`config.mk`:
```
export PLATFORM = sky130hd
export DESIGN_NAME = riscv_mem_arbiter_flat
export DESIGN_NICKNAME = d
export VERILOG_FILES = /design/src/rtl/riscv_mem_arbiter_if.sv /design/src/rtl/riscv_mem_arbiter.sv /design/src/flat_wrapper.sv
export SDC_FILE = /design/constraint.sdc
export NUM_CORES = 1
export LEC_CHECK = 0
export ABC_AREA = 1
export CAP_MARGIN = 20
export CORE_AREA = 2 2 120 122
export DETAILED_ROUTE_END_ITERATION = 10
export DIE_AREA = 0 0 122 124
export HOLD_SLACK_MARGIN = 0.06
export PLACE_DENSITY = 0.49
export SLEW_MARGIN = 40
export SYNTH_ARGS = -nofsm -noshare
export SYNTH_HDL_FRONTEND = slang
export SYNTH_SLANG_ARGS = --single-unit
```
`constraint.sdc`:
```
create_clock -name clk_i -period 1.5 [get_ports clk_i]
set_input_delay 0.15 -clock clk_i [delete_from_list [all_inputs] [get_ports clk_i]]
set_output_delay 0.15 -clock clk_i [all_outputs]
set_load 0.1 [all_outputs]
```
`src/rtl/riscv_mem_arbiter_if.sv`:
```
// Memory-port bundle shared by the two requesters and the downstream memory.
// master drives the request fields; slave returns read data and the completion pulse.
interface riscv_mem_arbiter_if;
    logic        req;
    logic        we;
    logic [3:0]  be;
    logic [31:0] addr;
    logic [31:0] wd;
    logic [31:0] rd;
    logic        ready;

    modport master (output req, we, be, addr, wd, input rd, ready);
    modport slave  (input req, we, be, addr, wd, output rd, ready);
endinterface

```
`src/rtl/riscv_mem_arbiter.sv`:
```
// Two-port arbiter (p0 = fetch, p1 = LSU) onto one memory port, one transaction in flight.
// Optional watchdog completion with bus error enabled by macro ARB_TIMEOUT_EN.
//
// state  | meaning
// S_IDLE | no transaction; mem_* low; pick a winner if any port requests
// S_BUSY | granted port's request driven to memory until mem.ready (or watchdog)
module riscv_mem_arbiter #(
    parameter int FIXED_PRIO     = 0,
    parameter int TIMEOUT_CYCLES = 255
) (
    input  logic clk_i,
    input  logic rst_ni,
    riscv_mem_arbiter_if.slave  p0,
    riscv_mem_arbiter_if.slave  p1,
    riscv_mem_arbiter_if.master mem
`ifdef ARB_TIMEOUT_EN
    ,
    output logic bus_err_o
`endif
);

    typedef enum logic {S_IDLE = 1'b0, S_BUSY = 1'b1} state_t;

    state_t      state_q, state_d;
    logic        grant_q, grant_d;
    logic        last_grant_q;
    logic        busy;
    logic        timeout;
    logic        done;
    logic [31:0] rd_sel;

    if (TIMEOUT_CYCLES < 1 || TIMEOUT_CYCLES > 65535) begin : g_bad_timeout
        $error("riscv_mem_arbiter: TIMEOUT_CYCLES must be in 1..65535");
    end

    assign busy = (state_q == S_BUSY);
    assign done = busy && (mem.ready || timeout);

    always_ff @(posedge clk_i or negedge rst_ni) begin
        if (!rst_ni) begin
            state_q      <= S_IDLE;
            grant_q      <= 1'b0;
            last_grant_q <= 1'b1;
        end else begin
            state_q <= state_d;
            grant_q <= grant_d;
            if (done) begin
                last_grant_q <= grant_q;
            end
        end
    end

    always_comb begin
        state_d = state_q;
        grant_d = grant_q;
        case (state_q)
            S_IDLE: begin
                if (p0.req || p1.req) begin
                    state_d = S_BUSY;
                    if (p0.req && p1.req) begin
                        grant_d = (FIXED_PRIO != 0) ? 1'b1 : ~last_grant_q;
                    end else begin
                        grant_d = p1.req;
                    end
                end
            end
            S_BUSY: begin
                if (done) begin
                    state_d = S_IDLE;
                end
            end
            default: state_d = S_IDLE;
        endcase
    end

    // Requesters hold their fields stable while busy, so the mux can stay combinational.
    assign mem.req  = busy;
    assign mem.we   = busy & (grant_q ? p1.we : p0.we);
    assign mem.be   = busy ? (grant_q ? p1.be : p0.be) : 4'h0;
    assign mem.addr = busy ? (grant_q ? p1.addr : p0.addr) : 32'h0;
    assign mem.wd   = busy ? (grant_q ? p1.wd : p0.wd) : 32'h0;

    // A watchdog completion only reaches here when mem.ready is low.
    assign rd_sel   = mem.ready ? mem.rd : 32'hDEAD_BEEF;

    assign p0.ready = done & ~grant_q;
    assign p1.ready = done & grant_q;
    assign p0.rd    = p0.ready ? rd_sel : 32'h0;
    assign p1.rd    = p1.ready ? rd_sel : 32'h0;

`ifdef ARB_TIMEOUT_EN
    localparam int CNT_LOG = $clog2(TIMEOUT_CYCLES + 1);
    localparam int CNT_W   = (CNT_LOG < 8) ? 8 : ((CNT_LOG > 16) ? 16 : CNT_LOG);

    logic [CNT_W-1:0] wait_q;

    always_ff @(posedge clk_i or negedge rst_ni) begin
        if (!rst_ni) begin
            wait_q <= '0;
        end else if (state_q == S_IDLE) begin
            wait_q <= '0;
        end else if (!mem.ready) begin
            wait_q <= wait_q + 1'b1;
        end
    end

    assign timeout   = busy && (wait_q == CNT_W'(TIMEOUT_CYCLES));
    assign bus_err_o = timeout && !mem.ready;
`else
    assign timeout = 1'b0;
`endif

endmodule

```
`src/flat_wrapper.sv`:
```
// flat-port wrapper written by rule: the top's interface ports become plain ports
module riscv_mem_arbiter_flat 
#(
    parameter int FIXED_PRIO     = 0,
    parameter int TIMEOUT_CYCLES = 255
)
  (clk_i, rst_ni, p0_req, p0_we, p0_be, p0_addr, p0_wd, p0_rd, p0_ready, p1_req, p1_we, p1_be, p1_addr, p1_wd, p1_rd, p1_ready, mem_req, mem_we, mem_be, mem_addr, mem_wd, mem_rd, mem_ready);
  riscv_mem_arbiter_if p0_i ();
  riscv_mem_arbiter_if p1_i ();
  riscv_mem_arbiter_if mem_i ();
  input  logic clk_i;
  input  logic rst_ni;
  input wire logic [$bits(p0_i.req)-1:0] p0_req;
  input wire logic [$bits(p0_i.we)-1:0] p0_we;
  input wire logic [$bits(p0_i.be)-1:0] p0_be;
  input wire logic [$bits(p0_i.addr)-1:0] p0_addr;
  input wire logic [$bits(p0_i.wd)-1:0] p0_wd;
  output wire logic [$bits(p0_i.rd)-1:0] p0_rd;
  output wire logic [$bits(p0_i.ready)-1:0] p0_ready;
  input wire logic [$bits(p1_i.req)-1:0] p1_req;
  input wire logic [$bits(p1_i.we)-1:0] p1_we;
  input wire logic [$bits(p1_i.be)-1:0] p1_be;
  input wire logic [$bits(p1_i.addr)-1:0] p1_addr;
  input wire logic [$bits(p1_i.wd)-1:0] p1_wd;
  output wire logic [$bits(p1_i.rd)-1:0] p1_rd;
  output wire logic [$bits(p1_i.ready)-1:0] p1_ready;
  output wire logic [$bits(mem_i.req)-1:0] mem_req;
  output wire logic [$bits(mem_i.we)-1:0] mem_we;
  output wire logic [$bits(mem_i.be)-1:0] mem_be;
  output wire logic [$bits(mem_i.addr)-1:0] mem_addr;
  output wire logic [$bits(mem_i.wd)-1:0] mem_wd;
  input wire logic [$bits(mem_i.rd)-1:0] mem_rd;
  input wire logic [$bits(mem_i.ready)-1:0] mem_ready;
  assign p0_i.req = p0_req;
  assign p0_i.we = p0_we;
  assign p0_i.be = p0_be;
  assign p0_i.addr = p0_addr;
  assign p0_i.wd = p0_wd;
  assign p0_rd = p0_i.rd;
  assign p0_ready = p0_i.ready;
  assign p1_i.req = p1_req;
  assign p1_i.we = p1_we;
  assign p1_i.be = p1_be;
  assign p1_i.addr = p1_addr;
  assign p1_i.wd = p1_wd;
  assign p1_rd = p1_i.rd;
  assign p1_ready = p1_i.ready;
  assign mem_req = mem_i.req;
  assign mem_we = mem_i.we;
  assign mem_be = mem_i.be;
  assign mem_addr = mem_i.addr;
  assign mem_wd = mem_i.wd;
  assign mem_i.rd = mem_rd;
  assign mem_i.ready = mem_ready;
  riscv_mem_arbiter #(.FIXED_PRIO(FIXED_PRIO), .TIMEOUT_CYCLES(TIMEOUT_CYCLES)) u_core (.clk_i(clk_i), .rst_ni(rst_ni), .p0(p0_i), .p1(p1_i), .mem(mem_i));
endmodule
```
## Word level (Yosys, flattened, before mapping)

Index checks and enable logic that the tools add are counted.

| word-level totals | value |
|---|---|
| register bits after elaboration | 3 |
| input port bits | 175 |
| output and inout bits | 136 |
| logic and storage cells | 27 |

| cells by class | value |
|---|---|
| multiplexer cells | 14 |
| bitwise logic cells | 6 |
| reductions and logical operators | 4 |

Operator list:

| operator | count |
|---|---|
| 32-bit 2-to-1 mux | 7 |
| 4-bit 2-to-1 mux | 2 |
| 1-bit 2-to-1 mux | 4 |
| 1-bit bitwise AND | 3 |
| 1-bit inverter | 3 |
| 1-bit logical AND | 2 |
| 1-bit case mux with 2 select lines | 1 |
| 2-bit AND reduction | 1 |
| 1-bit logical OR | 1 |

## Longest topological paths before layout

Gate-level depths: netlist of the first run.

| logic depth | value |
|---|---|
| depth after elaboration | 3 |
| gate-level depth with buffers | 6 |
| depth with buffers taken out | 4 |

## Least setup slack after synthesis of the first run

Ideal clock, no wire load.

| timing path | value |
|---|---|
| path kind | register to output |
| start | register u_core.state_q (netlist: u_core.mem.req) |
| end | output p0_rd[11] |
| data arrival time | 3.351 ns |
| required time | 1.350 ns |
| path slack | -2.001 ns |
| cell stages (with the launch flop) | 6 |
| path buffers | 1 |
| path through | dfrtp_1 > nand2_2 > nor2_4 > inv_2 > buf_6 > nor2_1 |

| on the way | value |
|---|---|
| word-level cells in the longest chain between the ends | 3 |

RTL lines:

| what | line | RTL |
|---|---|---|
| start, declared | riscv_mem_arbiter.sv:24 | `state_t state_q, state_d;` |
| start signal, assigned | riscv_mem_arbiter.sv:45 | `state_q <= state_d;` |
| 1-bit logical AND | riscv_mem_arbiter.sv:37 | `assign done = busy && (mem.ready \|\| timeout);` |
| 1-bit bitwise AND | riscv_mem_arbiter.sv:86 | `assign p0.ready = done & ~grant_q;` |
| named net p0_ready | flat_wrapper.sv:19 | `output wire logic [$bits(p0_i.ready)-1:0] p0_ready;` |
| 32-bit 2-to-1 mux | riscv_mem_arbiter.sv:88 | `assign p0.rd = p0.ready ? rd_sel : 32'h0;` |
| end, declared | flat_wrapper.sv:18 | `output wire logic [$bits(p0_i.rd)-1:0] p0_rd;` |

The timed path passes the listed nets, and every way through them passes these cells.

## Final worst setup path of the first run

| timing path | value |
|---|---|
| start | register u_core.grant_q |
| end | output p1_rd[28] |

| on the way | value |
|---|---|
| word-level cells in the longest chain between the ends | 2 |

RTL lines:

| what | line | RTL |
|---|---|---|
| start, declared | riscv_mem_arbiter.sv:25 | `logic grant_q, grant_d;` |
| start signal, assigned | riscv_mem_arbiter.sv:46 | `grant_q <= grant_d;` |
| 1-bit bitwise AND | riscv_mem_arbiter.sv:87 | `assign p1.ready = done & grant_q;` |
| 32-bit 2-to-1 mux | riscv_mem_arbiter.sv:89 | `assign p1.rd = p1.ready ? rd_sel : 32'h0;` |
| end, declared | flat_wrapper.sv:25 | `output wire logic [$bits(p1_i.rd)-1:0] p1_rd;` |

No other way between the ends.

==> impl_metrics.json, run 1 <==
{
  "status": "finished, violations left",
  "failed_checks": "setup timing",
  "via_per_inst": 4.15,
  "fin_ws_ns": -0.143,
  "ys_async_sr_fraction_pct": 100,
  "finalHoldViolCount": 0,
  "reg2reg_depth": 6,
  "io_buffers": 310,
  "synth.top_cell.area_share_pct": 44.6,
  "grt_pass1_vias": 3669,
  "setup_viol": 134,
  "grt_pass1_wl_um": 20400,
  "clock_latency_ns": 0.22,
  "vias": 3569,
  "synth-seq-area-share_pct": 4.75,
  "drt_wl_total_um": 15000,
  "cts-root-buf": "clkbuf_16",
  "dr.first_iter.drc_count": 94,
  "grt.overflow.total": 0,
  "crit_arrival_ns": 1.49,
  "dieHeight_um": 124,
  "worstPathMaxFanout": 7,
  "p_comb_share_pct": 96.3,
  "cp-end-kind": "output pin",
  "swShare_pct": 61.7,
  "cts_hold_buf": 0,
  "syn_inst": 349,
  "drc": 0,
  "switchingPower_mw": 9.94,
  "firstDrtPassIters": 4,
  "p_per_area_nw_per_um2": 1970,
  "cts_buffers": 3,
  "dp_hpwl_um": 11500,
  "setup.worst_path.class": "flop to output pin",
  "area_growth_pct": 410,
  "r2r-end": "u_core.grant_q",
  "start_kind": "flop",
  "io-pin-count": 311,
  "grt_start_max_net_pins": 35,
  "worst_slew_pin_slew_ns": 0.256,
  "fin_util_pct": 59.7,
  "rsz0062_at_grt": "true",
  "required_ns": 1.35,
  "gp_congestion": 0.828,
  "min_period_ns": 1.64,
  "core_area_um2": 13700,
  "yosysMostFrequentCell": "nor2_1",
  "p_clk_share_pct": 2.6,
  "die_area_um2": 15100,
  "numClockSinks": 3,
  "p_leak_nw": 3.20,
  "cts_tree": "built",
  "fin_crit_sh_pct": 110,
  "internal_power_mw": 6.17,
  "htreeDepth": 1,
  "grt_antenna_before_repair": 0,
  "ir_worst_vdd_mv": 0.987,
  "ys_seq_elements": 3,
  "finalNetCount": 857,
  "dieWidth_um": 122,
  "rows": 43,
  "clock_skew_ns": 0.000265,
  "yosysTopAreaCell": "nor2_1",
  "synth_edf_count": 0,
  "antenna_left": 0,
  "antennaDiodeCount": 0,
  "worstHoldPathType": "input port to asynchronous set/reset pin",
  "r2r_start": "u_core.mem.req",
  "maxSlewViolCount": 0,
  "syn_area_um2": 1610,
  "cts.path.max_buffers": 2,
  "multi_input_area_um2": 2380,
  "regArea_um2": 81.3,
  "cap_violations": 0,
  "seqPwrFrac_pct": 1.0,
  "clock.fmax_mhz": 609,
  "grt_usage_pct": 17.3,
  "drive_gt1_share_pct": 53.7,
  "fillers": 1176,
  "path_clk_slew_ns": 0.03,
  "syn-num-nets": 524,
  "r2r_setup_slack_ns": 0.25,
  "place_ws_ns": -0.111,
  "maxSlewHeadroom_pct": 82.8,
  "start_util_pct": 11.7,
  "synth_flop_cell": "dfrtp_1",
  "yosysWarningCount": 0,
  "drt-wirelength-per-cell_um": 17.4,
  "synth_cell_type_count": 18,
  "synth.avg_cell_area_um2": 4.60,
  "synthTopCellsByCount": "nor2_1, o21ai_0, inv_1, clkbuf_1, nor2_2",
  "synth_area_leaders": "nor2_1, o21ai_0, inv_1, nor2_4, buf_6"
}
[metal layers]
metal	vias up	part of all wire, %	GRT usage (%)
met5	-	0	0
met4	0	1.5	3.66
met3	14	6.5	3.16
met2	140	59	35.3
met1	1681	33	18.3
li1	1734	-	-
[stage by stage]
| step | area [µm²] | hold WS (ns) | cells | setup TNS, ns | total power [mW] |
|---|---|---|---|---|---|
| after CTS | 7780 | 0.105 | 851 | -14.00 | 15.5 |
| after detailed placement | 7410 | 0.338 | 836 | -4.96 | 14.3 |
| after global placement | 7410 | 0.338 | 836 | -4.11 | 14.2 |
| after global routing | 8190 | 0.116 | 861 | -20.84 | 16.6 |
| final | 8190 | 0.106 | 861 | -12.73 | 16.1 |
| after floorplan | 2590 | -0.146 | 349 | -62.71 | 9.14 |
[worst max path at each step]
stage              startpoint        end  slack, ns  depth (start not counted)
2_1_floorplan  u_core.mem.req  p0_rd[12]      -0.80                          5
3_3_place_gp        mem_ready  p0_rd[12]      -0.09                          7
3_5_place_dp        mem_ready   p0_rd[2]      -0.11                          7
4_1_cts        u_core.grant_q  p0_rd[12]      -0.15                          6
5_1_grt        u_core.grant_q  p1_rd[14]      -0.20                          7
6_report       u_core.grant_q  p1_rd[28]      -0.14                          7
[cell families (layout without fill, tap and decap cells)]
kind of cell    Yosys count  in the layout  share of synthesized area (%)
compound gates           71             71                           22.1
buf+inv                  64            396                           19.7
flops                     3              3                           4.75
simple gates            211            211                           53.4
[registers in the layout (all words and copies together) (netlist names)]
signal and cells:
u_core.grant_q 1, u_core.last_grant_q 1, u_core.mem.req 1
[power by group through the flow]
stage | logic, mW | clock network, mW | registers [mW]
CTS | 14.9 | 0.432 | 0.163
finish | 15.5 | 0.426 | 0.167
global route | 16.0 | 0.436 | 0.174
global placement | 14.0 | 0 | 0.212
detailed placement | 14.1 | 0 | 0.211
floorplan | 8.94 | 0 | 0.206
[cell usage in the layout, fill, tap and decap left out]
cell type,instances
inv_8,1
o21ai_2,31
inv_1,33
nor2_1,69
clkbuf_1,1
o21ai_4,8
o21ai_0,2
buf_8,3
dfrtp_4,1
nand3_1,1
buf_4,14
nor2_4,135
clkbuf_16,13
dlygate4sd2_1,1
o21ai_1,30
clkdlybuf4s50_1,173
nand2_4,1
buf_12,147
inv_6,2
dfstp_2,1
dfrtp_2,1
nand2_1,5
buf_6,2
buf_16,6
[final cells by class]
cell class	instances	area share [%]
Clock buffer	4	0.963
Inverter	36	1.86
Multi-Input combinational cell	282	29.0
Sequential cell	3	0.994
Tap cell	180	2.75
Timing Repair Buffer	356	64.4
[critical path: stages (launching register included)]
cell and delay [ns]:
dfrtp_2 0.38, buf_6 0.12, inv_8 0.06, nor2_4 0.15
inv_6 0.09, clkbuf_16 0.18, nor2_4 0.10, buf_12 0.18
[repair_timing]
action / 4_1_cts / 5_1_grt
cloned: 4 / 11
resized for setup: 102 / 32
pin swaps: 3 / 3
buffers inserted: 7 / 0
endpoints found under the setup margin: 133 / 134
No activity file was read; power rests on OpenSTA's default activity.
==> run 2, diff against run 1 <==
--- a/config.mk
+++ b/config.mk
@@ -7,11 +7,13 @@
 export LEC_CHECK = 0
 export ABC_AREA = 1
 export CAP_MARGIN = 20
-export CORE_AREA = 2 2 120 122
+export CORE_AREA = 2 2 119 121
 export DETAILED_ROUTE_END_ITERATION = 10
-export DIE_AREA = 0 0 122 124
+export DIE_AREA = 0 0 121 123
+export DONT_BUFFER_PORTS = 1
+export GPL_ROUTABILITY_DRIVEN = 0
 export HOLD_SLACK_MARGIN = 0.06
-export PLACE_DENSITY = 0.49
+export PLACE_DENSITY = 0.3
 export SLEW_MARGIN = 40
 export SYNTH_ARGS = -nofsm -noshare
 export SYNTH_HDL_FRONTEND = slang
==> impl_metrics.json, run 2 (synthesized netlist as in run 1, its figures left out) <==
{
  "io_buffers": 0,
  "maxSlewHeadroom_pct": 76.2,
  "swShare_pct": 64.8,
  "startpoint": "u_core.mem.req",
  "finalHoldViolCount": 0,
  "p_per_area_nw_per_um2": 2430,
  "drive_gt1_share_pct": 72.7,
  "dr.first_iter.drc_count": 77,
  "grt_antenna_before_repair": 0,
  "start_kind": "flop",
  "cp-end-kind": "output pin",
  "worst_slew_pin_slew_ns": 0.354,
  "maxSlewViolCount": 0,
  "htreeDepth": 1,
  "min_period_ns": 1.65,
  "drt-wirelength-per-cell_um": 16.4,
  "internal_power_mw": 5.18,
  "r2r_start": "u_core.mem.req",
  "p_leak_nw": 2.32,
  "final_area_um2": 6060,
  "ir_worst_vdd_mv": 1.32,
  "fin_ws_ns": -0.154,
  "antennaDiodeCount": 0,
  "clock_skew_ns": 0.0000862,
  "vias": 2834,
  "seqPwrFrac_pct": 1.3,
  "reg2reg_depth": 6,
  "cts_buffers": 3,
  "clock.fmax_mhz": 605,
  "setup.worst_path.class": "flop to output pin",
  "fin_crit_sh_pct": 110,
  "r2r-end": "u_core.grant_q",
  "required_ns": 1.35,
  "cts.path.max_buffers": 2,
  "start_util_pct": 11.8,
  "dieHeight_um": 123,
  "min_delay_path_depth": 2,
  "drc": 0,
  "use_met2_pct": 26.6,
  "switchingPower_mw": 9.55,
  "finalNetCount": 666,
  "worstHoldPathType": "input port to flop",
  "rsz0062_at_grt": "true",
  "total_power_mw": 14.7,
  "die_area_um2": 14900,
  "setup_viol": 128,
  "firstDrtPassIters": 4,
  "status": "finished, violations left",
  "failed_checks": "setup timing",
  "via_per_inst": 4.23,
  "numClockSinks": 3,
  "final_cell_mix": "buf_12, nor2_4, nor2_1",
  "p_comb_share_pct": 95.8,
  "worstPathMaxFanout": 31,
  "hold_start": "p1_req",
  "fin_util_pct": 44.5,
  "core_area_um2": 13600,
  "cts_tree": "built",
  "cts-root-buf": "clkbuf_16",
  "io-pin-count": 311,
  "fin_hold_ws_ns": 0.0771,
  "gr-usage-met3_pct": 3.37,
  "rows": 43,
  "fillers": 1299,
  "drt_wl_total_um": 11000,
  "busiest_layer": "met2",
  "p_clk_share_pct": 2.9,
  "dp_hpwl_um": 9130,
  "grt_pass1_vias": 2952,
  "r2r_setup_slack_ns": 0.18,
  "path_clk_slew_ns": 0.03,
  "crit_arrival_ns": 1.50,
  "dieWidth_um": 121,
  "clock_latency_ns": 0.22,
  "met1_usage_pct": 13.5,
  "layout_commonest_cell": "buf_12",
  "grt_start_max_net_pins": 64,
  "grt.overflow.total": 0,
  "antenna_left": 0,
  "grt_usage_pct": 13.2,
  "dpl-instance-area_um2": 5590,
  "crit_end": "mem_wd[3]",
  "grt_pass1_wl_um": 15800,
  "area_growth_pct": 277,
  "cap_violations": 0
}
## run 2: changes by cell type in the layout (fill, tap and decap cells not counted), moves of 3 or more
| cell | change |
|---|---|
| buf_12 | -3 |
| buf_16 | -5 |
| buf_4 | -9 |
| buf_6 | +6 |
| clkbuf_16 | -7 |
| clkdlybuf4s50_1 | -173 |
| nor2_1 | -7 |
| nor2_2 | +6 |
| o21ai_0 | +4 |
| o21ai_1 | -6 |
| o21ai_2 | +7 |
| o21ai_4 | -5 |
## run 2: final cells by class
class,count,area [µm²],share of cell area [%]
sequential,3,81.3,1.34
timing repair buffer,165,3160,52.2
inverter,36,145,2.39
clock buffer,4,78.8,1.30
multi-input combinational,282,2370,39.1
tap,180,225,3.72
## run 2: metal layers
layer / vias to the layer above / share of wire [%] / routed length [µm]
li1: 1355 / - / -
met1: 1320 / 31 / 3400
met2: 151 / 59 / 6510
met3: 8 / 8.9 / 973
met4: 0 / 1.0 / 112
met5: - / 0 / 0
## run 2: power groups by stage
stage | Sequential, mW | Clock (mW) | Combinational, mW
after floorplan | 0.206 | 0 | 8.94
after global placement | 0.181 | 0 | 13.4
after detailed placement | 0.186 | 0 | 13.5
after CTS | 0.197 | 0.436 | 13.9
after global routing | 0.199 | 0.446 | 14.6
final | 0.192 | 0.426 | 14.1
## run 2: what timing repair did
item	CTS	global route
buffers inserted	3	1
pin swaps	5	0
gates resized for setup	69	57
cloned	1	3
setup endpoints to repair	132	134
hold buffers	2	0
hold endpoints to repair	4	0
## run 2: worst min-delay path by stage
| stage | end | slack [ns] |
|---|---|---|
| 4_1_cts | u_core.grant_q | 0.08 |
| 3_5_place_dp | u_core.mem.req | -0.15 |
| 3_3_place_gp | u_core.mem.req | -0.15 |
| 2_1_floorplan | u_core.grant_q | -0.15 |
| 5_1_grt | u_core.grant_q | 0.08 |
| 6_report | u_core.grant_q | 0.08 |
## run 2: worst max-delay path: stages, from the launching register on
cell and delay, ns:
dfrtp_4 0.50, buf_12 0.14, clkbuf_16 0.22, o21ai_1 0.17
nor2_4 0.06, buf_12 0.16
## run 2: metrics by stage
step           worst slack [ns]  setup TNS [ns]  instances
6_report                 -0.154          -12.04        670
3_5_place_dp            -0.0467         -0.0543        657
2_1_floorplan            -0.797          -62.71        349
4_1_cts                  -0.148          -15.36        667
3_3_place_gp            -0.0273         -0.0273        657
5_1_grt                  -0.195          -19.95        670
